`src/rtl/fetch_unit.sv`:
```
// Instruction fetch stage for the 16-bit, 4-register CPU.
// Owns the PC and issues one word-aligned request at a time to instruction memory.
// Returned words, tagged with their PC, are queued in a small prefetch FIFO.
// The FIFO feeds decode over a valid/ready handshake.
// A redirect flushes the FIFO and restarts fetch. The halt word stops fetching.
module fetch_unit #(
  parameter int unsigned DEPTH     = 4,
  parameter logic [15:0] RESET_PC  = 16'h0000,
  parameter logic [15:0] HALT_WORD = 16'hFFFF
) (
  input  logic        clock,
  input  logic        resetn,
  output logic        imem_req,
  output logic [15:0] imem_addr,
  input  logic        imem_rvalid,
  input  logic [15:0] imem_rdata,
  output logic        instr_valid,
  input  logic        instr_ready,
  output logic [15:0] instr,
  output logic [15:0] instr_pc,
  input  logic        redirect,
  input  logic [15:0] redirect_pc,
  output logic        halted
);

  localparam int unsigned PTR_W = $clog2(DEPTH);
  localparam int unsigned CNT_W = $clog2(DEPTH + 1);
  localparam logic [CNT_W-1:0] DEPTH_C = CNT_W'(DEPTH);

  // Control state
  logic [15:0]      fetch_pc_q, fetch_pc_d;
  logic [15:0]      req_pc_q, req_pc_d;
  logic             outstanding_q, outstanding_d;
  logic             drop_q, drop_d;
  logic             halt_seen_q, halt_seen_d;
  logic             halted_q, halted_d;
  logic [PTR_W-1:0] wr_ptr_q, wr_ptr_d;
  logic [PTR_W-1:0] rd_ptr_q, rd_ptr_d;
  logic [CNT_W-1:0] count_q, count_d;

  // Prefetch FIFO storage (data only, never reset)
  logic [15:0] pc_mem_q    [DEPTH];
  logic [15:0] instr_mem_q [DEPTH];

  logic rsp_fire;
  logic push;
  logic pop;

  // A slot is only requested while the FIFO has room and nothing is in flight,
  // so a response can always be pushed without an overflow check. The request
  // is also held low while reset is asserted.
  assign imem_req = resetn && !outstanding_q && !halt_seen_q && !halted_q
                    && !redirect && (count_q < DEPTH_C);
  assign imem_addr = fetch_pc_q;

  assign instr_valid = (count_q != '0);
  assign instr       = instr_mem_q[rd_ptr_q];
  assign instr_pc    = pc_mem_q[rd_ptr_q];
  assign halted      = halted_q;

  // Responses arriving with nothing outstanding are stray and ignored.
  assign rsp_fire = imem_rvalid && outstanding_q;
  // A redirect cancels both the push and the pop of its own cycle.
  assign push     = rsp_fire && !drop_q && !redirect;
  assign pop      = instr_valid && instr_ready && !redirect;

  // Next-state logic for PC, request tracking, halt flags and FIFO pointers.
  always_comb begin
    fetch_pc_d    = fetch_pc_q;
    req_pc_d      = req_pc_q;
    outstanding_d = outstanding_q;
    drop_d        = drop_q;
    halt_seen_d   = halt_seen_q;
    halted_d      = halted_q;
    wr_ptr_d      = wr_ptr_q;
    rd_ptr_d      = rd_ptr_q;
    count_d       = count_q;

    if (redirect) begin
      fetch_pc_d  = redirect_pc & 16'hFFFE;
      halt_seen_d = 1'b0;
      halted_d    = 1'b0;
      wr_ptr_d    = '0;
      rd_ptr_d    = '0;
      count_d     = '0;
      if (rsp_fire) begin
        // The in-flight word lands now and is simply not pushed.
        outstanding_d = 1'b0;
        drop_d        = 1'b0;
      end else if (outstanding_q) begin
        // The in-flight word belongs to the old path; discard it on arrival.
        drop_d = 1'b1;
      end
    end else begin
      if (imem_req) begin
        req_pc_d      = fetch_pc_q;
        fetch_pc_d    = fetch_pc_q + 16'd2;
        outstanding_d = 1'b1;
      end

      if (rsp_fire) begin
        outstanding_d = 1'b0;
        if (drop_q) begin
          drop_d = 1'b0;
        end else if (imem_rdata == HALT_WORD) begin
          halt_seen_d = 1'b1;
        end
      end

      if (push) begin
        wr_ptr_d = wr_ptr_q + PTR_W'(1);
      end

      if (pop) begin
        rd_ptr_d = rd_ptr_q + PTR_W'(1);
        if (instr_mem_q[rd_ptr_q] == HALT_WORD) begin
          halted_d = 1'b1;
        end
      end

      unique case ({push, pop})
        2'b10:   count_d = count_q + CNT_W'(1);
        2'b01:   count_d = count_q - CNT_W'(1);
        default: count_d = count_q;
      endcase
    end
  end

  // Control registers with asynchronous active-low reset.
  always_ff @(posedge clock or negedge resetn) begin
    if (!resetn) begin
      fetch_pc_q    <= RESET_PC;
      req_pc_q      <= RESET_PC;
      outstanding_q <= 1'b0;
      drop_q        <= 1'b0;
      halt_seen_q   <= 1'b0;
      halted_q      <= 1'b0;
      wr_ptr_q      <= '0;
      rd_ptr_q      <= '0;
      count_q       <= '0;
    end else begin
      fetch_pc_q    <= fetch_pc_d;
      req_pc_q      <= req_pc_d;
      outstanding_q <= outstanding_d;
      drop_q        <= drop_d;
      halt_seen_q   <= halt_seen_d;
      halted_q      <= halted_d;
      wr_ptr_q      <= wr_ptr_d;
      rd_ptr_q      <= rd_ptr_d;
      count_q       <= count_d;
    end
  end

  // FIFO storage write: the returned word with the PC it was fetched from.
  always_ff @(posedge clock) begin
    if (push) begin
      pc_mem_q[wr_ptr_q]    <= req_pc_q;
      instr_mem_q[wr_ptr_q] <= imem_rdata;
    end
  end

endmodule

```
`config.mk`:
```
export PLATFORM = sky130hd
export DESIGN_NAME = fetch_unit
export DESIGN_NICKNAME = d
export VERILOG_FILES = /design/src/rtl/fetch_unit.sv
export SDC_FILE = /design/constraint.sdc
export NUM_CORES = 1
export LEC_CHECK = 0
export ABC_AREA = 1
export BUFFER_PORTS_ARGS = -buffer_cell sky130_fd_sc_hd__buf_2
export CAP_MARGIN = 20
export CORE_AREA = 4 4 137 139
export DETAILED_ROUTE_END_ITERATION = 6
export DIE_AREA = 0 0 141 143
export SYNTH_ARGS = -nofsm -noshare
export SYNTH_HDL_FRONTEND = slang
export SYNTH_SLANG_ARGS = --single-unit
export TNS_END_PERCENT = 100
```
`constraint.sdc`:
```
create_clock -name clock -period 7.35 [get_ports clock]
set_input_delay 0.3675 -clock clock [delete_from_list [all_inputs] [get_ports clock]]
set_output_delay 0.3675 -clock clock [all_outputs]
set_load 0.01 [all_outputs]
```
==> flow_summary_export.csv, run 1 <==
group,metric,value,unit
cells_and_area,synthToLayoutAreaGrowth,17.4,%
clocking,tritoncts,"built",
synth,synth-seq-cells,165,
route,post-route-drc-count,0,
sta,rsz0062_at_grt,"false",
synth,yosys.area_share.xor_xnor,0.765,%
synth,synth_area,6870,um^2
setup_path,rr_worst_depth,6,
placement,dpl.hpwl,9690,um
route,antenna_left,0,
route,vias,4692,
clocking,root_buffer,"clkbuf_16",
global_route,gr-total-overflow,0,
synth,synthAdderAreaFrac,1.20,%
global_route,antenna_found_initial,0,
pwr,swShare,29.8,%
cells_and_area,antenna_cells,0,
clocking,cts_resized,0,
cells_and_area,fillCellCount,1636,
sta,finalSetupViolations,0,
sta,drv_slew,0,
sta,fin_crit_sh,43.3,%
cells_and_area,multi_input_area,1760,um^2
pwr,p_sw,798,uW
global_route,grt_pass1_wl,24500,um
sta,finalHoldViolCount,0,
floorplan,die_area,20200,um^2
cells_and_area,nets,737,
clocking,clk_path_buf_depth,2,
floorplan,die-height,143,um
setup_path,required,6980,ps
clocking,cts_buffers,17,
cells_and_area,final_util,45.7,%
pwr,clock_power_share,33.5,%
setup_path,worst_setup_path_end_kind,"output port",
outcome,status,"complete, no violations",
setup_path,cp-start-kind,"input port",
synth,synth_top_area_share,54.2,%
setup_path,crit_family,"buffers and inverters",
setup_path,timing.rr.end,"imem_addr[15]$_DFFE_PN0P_",
sta,fin_skew,8.14,ps
job,max_cap_violations,0,
floorplan,start_util,38.9,%
synth,synthFlopType,"edfxtp_1",
synth,synth_area_leaders,"edfxtp_1 (54%), dfrtp_1 (15%), nand2_1 (7.7%)",
setup_path,path_buf_inv,4,
clocking,htreeDepth,4,
global_route,grt_max_degree,65,
synth,synth_top_family_by_area,"simple AND/OR/NAND/NOR gates",
pwr,leakage,0.00325,uW
setup_path,cpMaxStageDelayCell,"buf_2",
synth,syn_avg_cell_area,11.2,um^2
pwr,pwr-share-comb,21.1,%
setup_path,crit_type,"in2out",
clocking,cts.clk_slew.worst_paths,60,ps
hold_path,hp-class,"in2async",
setup_path,regToRegSetupSlack,4800,ps
route,drt-total-wl,15300,um
synth,synth-edff-count,124,
placement,place_ws,4000,ps
pwr,ir_drop,0.000202,V
pwr,power_density,332,nW/um^2
floorplan,io_pins,88,
synth,netlist_top_cells_count,"nand2_1 (141), edfxtp_1 (124), nor2_1 (59), o21ai_0 (59), inv_1 (47)",
synth,synth_top_cell_by_area,"edfxtp_1",
synth,muxShareOfSynthArea,0,%
global_route,grt_pass1_vias,4749,
route,first_iter_violations,333,
setup_path,r2r_start,"halted$_DFFE_PN0P_",
sta,setup_ws,4170,ps
global_route,gr-usage-all-layers,15.7,%
placement,portBuffers,84,
clocking,clk_latency,420,ps
floorplan,rows,49,
sta,whs,91.5,ps
sta,worst_pin_slew,928,ps
sta,relSlewSlack,38.2,%
synth,yosysWarnings,0,
cells_and_area,layout-drive-gt1-share,18.4,%
synth,synth-async-reset-ratio,24.8,%
setup_path,critPathMaxStageDelay,690,ps
synth,syn_inst,612,
placement,gp_congestion,0.849,
floorplan,core_area,17700,um^2
route,routedWlPerCell,16.4,um
clocking,hold_buffers,0,
route,first_pass_iters,4,
pwr,power_frac_seq,45.4,%
synth,yosys.area_share.simple,15.4,%
synth,ys_seq_area_share,69.2,%
sta,timing.final.crit_period,3180,ps
setup_path,cp_cell_sequence,"buf_2 -> inv_1 -> nor2_1 -> nand4_2 -> inv_1 -> buf_2",
sta,max_freq,314,MHz
synth,ys_types,35,
cells_and_area,ff_latch_area,4750,um^2
clocking,post-cts-setup-buffers,0,
sta,fin_tns_setup,0,ps
clocking,clock-sinks,165,
floorplan,chipWidth,141,um
setup_path,cp_max_fo,42,
synth,synth_compound_area_share,8.03,%
synth,yosysMostFrequentCell,"nand2_1",
route,viasPerCell,5.01,
setup_path,worst_ep_arrival_time,2810,ps
pwr,intPower,1880,uW
layer usage:
layer  vias to the layer above  wire, um  track usage [%]
met2                       164      7440             26.6
li1                       2261         -                -
met3                        15      1070             4.62
met4                         0       175             4.13
met1                      2252      6650             19.9
met5                         -         0                0
layout make-up:
class                   count  share of cell area, %
well taps                 229                   3.55
multi-input cells         367                   21.8
clock buffers              19                   5.37
clock inverters            13                   2.02
repair buffers             90                   5.77
inverters                  53                   2.53
flip-flops and latches    165                   58.9
power by group through the flow:
stage	sequential, uW	clock (uW)	combinational (uW)
after floorplan	1210	0	377
after global placement	1230	0	556
after detailed placement	1230	0	576
after CTS	1220	910	578
after global routing	1230	949	643
final	1220	897	564
cells by family after synthesis:
logic type / Yosys count
other cells: 1
flops: 165
buf+inv: 81
compound gates: 97
simple gates: 256
xor+xnor: 6
fa+ha+maj: 6
state kept, by name, summed over array words and instances, names as in the netlist:
| signal | count |
|---|---|
| instr_mem_q | 64 |
| pc_mem_q | 60 |
| imem_addr | 15 |
| req_pc_q | 15 |
| count_q | 3 |
| rd_ptr_q | 2 |
| wr_ptr_q | 2 |
| drop_q | 1 |
| halt_seen_q | 1 |
| halted | 1 |
| outstanding_q | 1 |
stage by stage:
step / total power [uW] / cell area (um^2) / std cells
after floorplan: 1590 / 6870 / 613
after global placement: 1780 / 7470 / 904
after detailed placement: 1810 / 7470 / 904
after CTS: 2700 / 8060 / 936
after global routing: 2820 / 8060 / 936
final: 2680 / 8060 / 936
how the worst max path moves through the flow:
stage                                              to  slack (ps)  cells after the start     start
final                                        imem_req        4170                      6    resetn
after global routing                         imem_req        3780                      6    resetn
after CTS                                    imem_req        4080                      6    resetn
after detailed placement    imem_addr[15]$_DFFE_PN0P_        4000                      8    resetn
after global placement                       imem_req        4080                      6    resetn
after floorplan           instr_mem_q[0][0]$_DFFE_PP_        4610                      4  redirect
layout by cell type, fill, tap and decap left out, types with 4 or more instances in the layout:
master / Yosys / routed
dfrtp_1: 41 / 40
nand2_1: 141 / 141
buf_4: 5 / 6
edfxtp_1: 124 / 124
o211ai_1: 4 / 4
clkinv_1: 1 / 6
nor2_2: 2 / 6
ha_1: 5 / 5
o22ai_1: 17 / 17
inv_2: 4 / 4
inv_1: 47 / 47
nand3_1: 42 / 42
o221ai_1: 5 / 5
buf_2: 5 / 84
bufinv_16: 0 / 4
xor2_1: 4 / 4
nor2_1: 59 / 55
nand4_1: 7 / 7
o21ai_0: 59 / 59
clkbuf_16: 0 / 17
worst reg2reg max path, cell delays in order (launching register included):
cell and delay (ps):
dfrtp_1 420, nor2_1 130, nand4_2 650, nand2_1 760, o21ai_0 160, a31oi_1 210
nand2_1 90
Note: power is estimated with default switching activity, not from simulation.
==> run 2: changes to the inputs <==
clock period = 2.95 ns   (was 7.35 ns; I/O delays follow)
==> flow_summary_export.csv, run 2 (synthesized netlist as in run 1, its figures left out) <==
group,metric,value,unit
outcome,status,"complete, no violations",
global_route,busiest_layer,"met2",
job,max_cap_violations,0,
sta,fin_crit_sh,77.1,%
setup_path,regToRegSetupSlack,840,ps
floorplan,start_util,38.9,%
sta,timing.final.crit_period,2270,ps
global_route,grt_pass1_vias,4877,
route,first_iter_violations,210,
global_route,globalRouteMet3Util,4.59,%
global_route,grt.met1_usage,20.4,%
setup_path,cp_max_fo,64,
route,routedWlPerCell,16.0,um
clocking,clk_latency,430,ps
clocking,tritoncts,"built",
global_route,grt_pass1_wl,24600,um
cells_and_area,layout-drive-gt1-share,18.1,%
placement,dpl.hpwl,9550,um
cells_and_area,fillCellCount,1617,
route,first_pass_iters,5,
global_route,gr-total-overflow,0,
route,vias,4809,
placement,gp_congestion,0.855,
setup_path,required,2800,ps
route,antenna_left,0,
cells_and_area,largest_register_ff_count,64,
hold_path,hp-class,"in2reg",
setup_path,r2r_start,"rd_ptr_q[0]$_DFFE_PN0P_",
sta,fin_skew,9.53,ps
setup_path,timing.rr.end,"halted$_DFFE_PN0P_",
sta,worst_pin_slew,634,ps
global_route,grt_max_degree,65,
sta,rsz0062_at_grt,"false",
pwr,power,6710,uW
pwr,leakage,0.00339,uW
sta,finalHoldViolCount,0,
setup_path,worst_setup_path_end_kind,"output port",
cells_and_area,mostFrequentLayoutCell,"nand2_1",
sta,relSlewSlack,57.3,%
hold_path,worstHoldEndpoint,"imem_addr[14]$_DFFE_PN0P_",
clocking,clk_path_buf_depth,2,
cells_and_area,final_util,47.5,%
cells_and_area,antenna_cells,0,
placement,postPlaceCellArea,7490,um^2
setup_path,rr_worst_depth,9,
pwr,power_density,800,nW/um^2
sta,finalSetupViolations,0,
global_route,gr-usage-all-layers,15.9,%
setup_path,cp-start-kind,"register",
clocking,cts_buffers,17,
cells_and_area,reg_top3,"instr_mem_q: 64 flops, pc_mem_q: 60 flops",
placement,dp_cells,907,
placement,portBuffers,84,
cells_and_area,final_cell_count_no_fill,969,
clocking,clock-sinks,165,
pwr,ir_drop,0.000512,V
floorplan,rows,49,
route,viasPerCell,4.96,
clocking,root_buffer,"clkbuf_16",
hold_path,hold_depth,5,
route,post-route-drc-count,0,
floorplan,die-height,143,um
cells_and_area,synthToLayoutAreaGrowth,22.1,%
route,drt-total-wl,15500,um
clocking,cts.clk_slew.worst_paths,60,ps
setup_path,crit_type,"reg2out",
cells_and_area,most-common-layout-cells,"nand2_1 (141), edfxtp_1 (124), buf_2 (84)",
sta,drv_slew,0,
floorplan,die_area,20200,um^2
cells_and_area,final_area,8390,um^2
cells_and_area,nets,770,
global_route,antenna_found_initial,0,
floorplan,chipWidth,141,um
sta,fin_tns_setup,0,ps
floorplan,core_area,17700,um^2
clocking,htreeDepth,4,
hold_path,hold_start,"redirect_pc[14]",
floorplan,io_pins,88,
global_route,use_met2,26.0,%
cells_and_area,regMostFlops,"instr_mem_q",
sta,max_freq,440,MHz
setup_path,worst_ep_arrival_time,2130,ps
==> run 2: area by class of cell <==
| class | count | area [um^2] | area share, % |
|---|---|---|---|
| Clock buffer | 20 | 437 | 5.21 |
| Timing Repair Buffer | 123 | 788 | 9.40 |
| Tap cell | 229 | 287 | 3.42 |
| Clock inverter | 12 | 160 | 1.91 |
| Sequential cell | 165 | 4750 | 56.6 |
| Multi-Input combinational cell | 367 | 1760 | 21.0 |
| Inverter | 53 | 204 | 2.43 |
==> run 2: worst max path at each step <==
| stage | to | slack [ps] | from |
|---|---|---|---|
| after floorplan | instr_mem_q[0][0]$_DFFE_PP_ | 390 | outstanding_q$_DFFE_PN0P_ |
| after global placement | halted$_DFFE_PN0P_ | 940 | rd_ptr_q[0]$_DFFE_PN0P_ |
| after detailed placement | halted$_DFFE_PN0P_ | 920 | rd_ptr_q[0]$_DFFE_PN0P_ |
| after CTS | instr_pc[15] | 660 | rd_ptr_q[0]$_DFFE_PN0P_ |
| after global routing | instr_pc[2] | 560 | rd_ptr_q[0]$_DFFE_PN0P_ |
| final | instr[7] | 680 | rd_ptr_q[0]$_DFFE_PN0P_ |
==> run 2: per-layer routing <==
layer | part of all wire [%] | wire length [um]
met5 | 0 | 0
met4 | 1.7 | 258
met3 | 5.7 | 877
met2 | 47 | 7340
met1 | 45 | 7020
==> run 2: worst max-delay path, cell delays in order (launching register included) <==
cell	delay, ps
dfrtp_2	590
clkinv_4	440
nand2_1	170
nand3_1	80
nand2_1	110
clkinv_1	100
buf_2	150
==> run 2: report_power, final <==
| part | total, uW | switching, uW | internal [uW] |
|---|---|---|---|
| Sequential | 3050 | 231 | 2820 |
| Combinational | 1420 | 920 | 497 |
| Clock | 2250 | 847 | 1400 |
==> run 2: metrics by stage <==
step	worst slack [ps]	hold WS [ps]
floorplan	393	-148
global placement	938	257
detailed placement	915	274
CTS	661	14.1
global route	563	41.2
finish	676	40.6
==> run 2: timing repair <==
| item | 4_1_cts | 5_1_grt |
|---|---|---|
| resized for setup | 0 | 0 |
| endpoints found under the hold margin | 118 | 0 |
| buffers inserted | 0 | 0 |
| hold buffers | 30 | 0 |
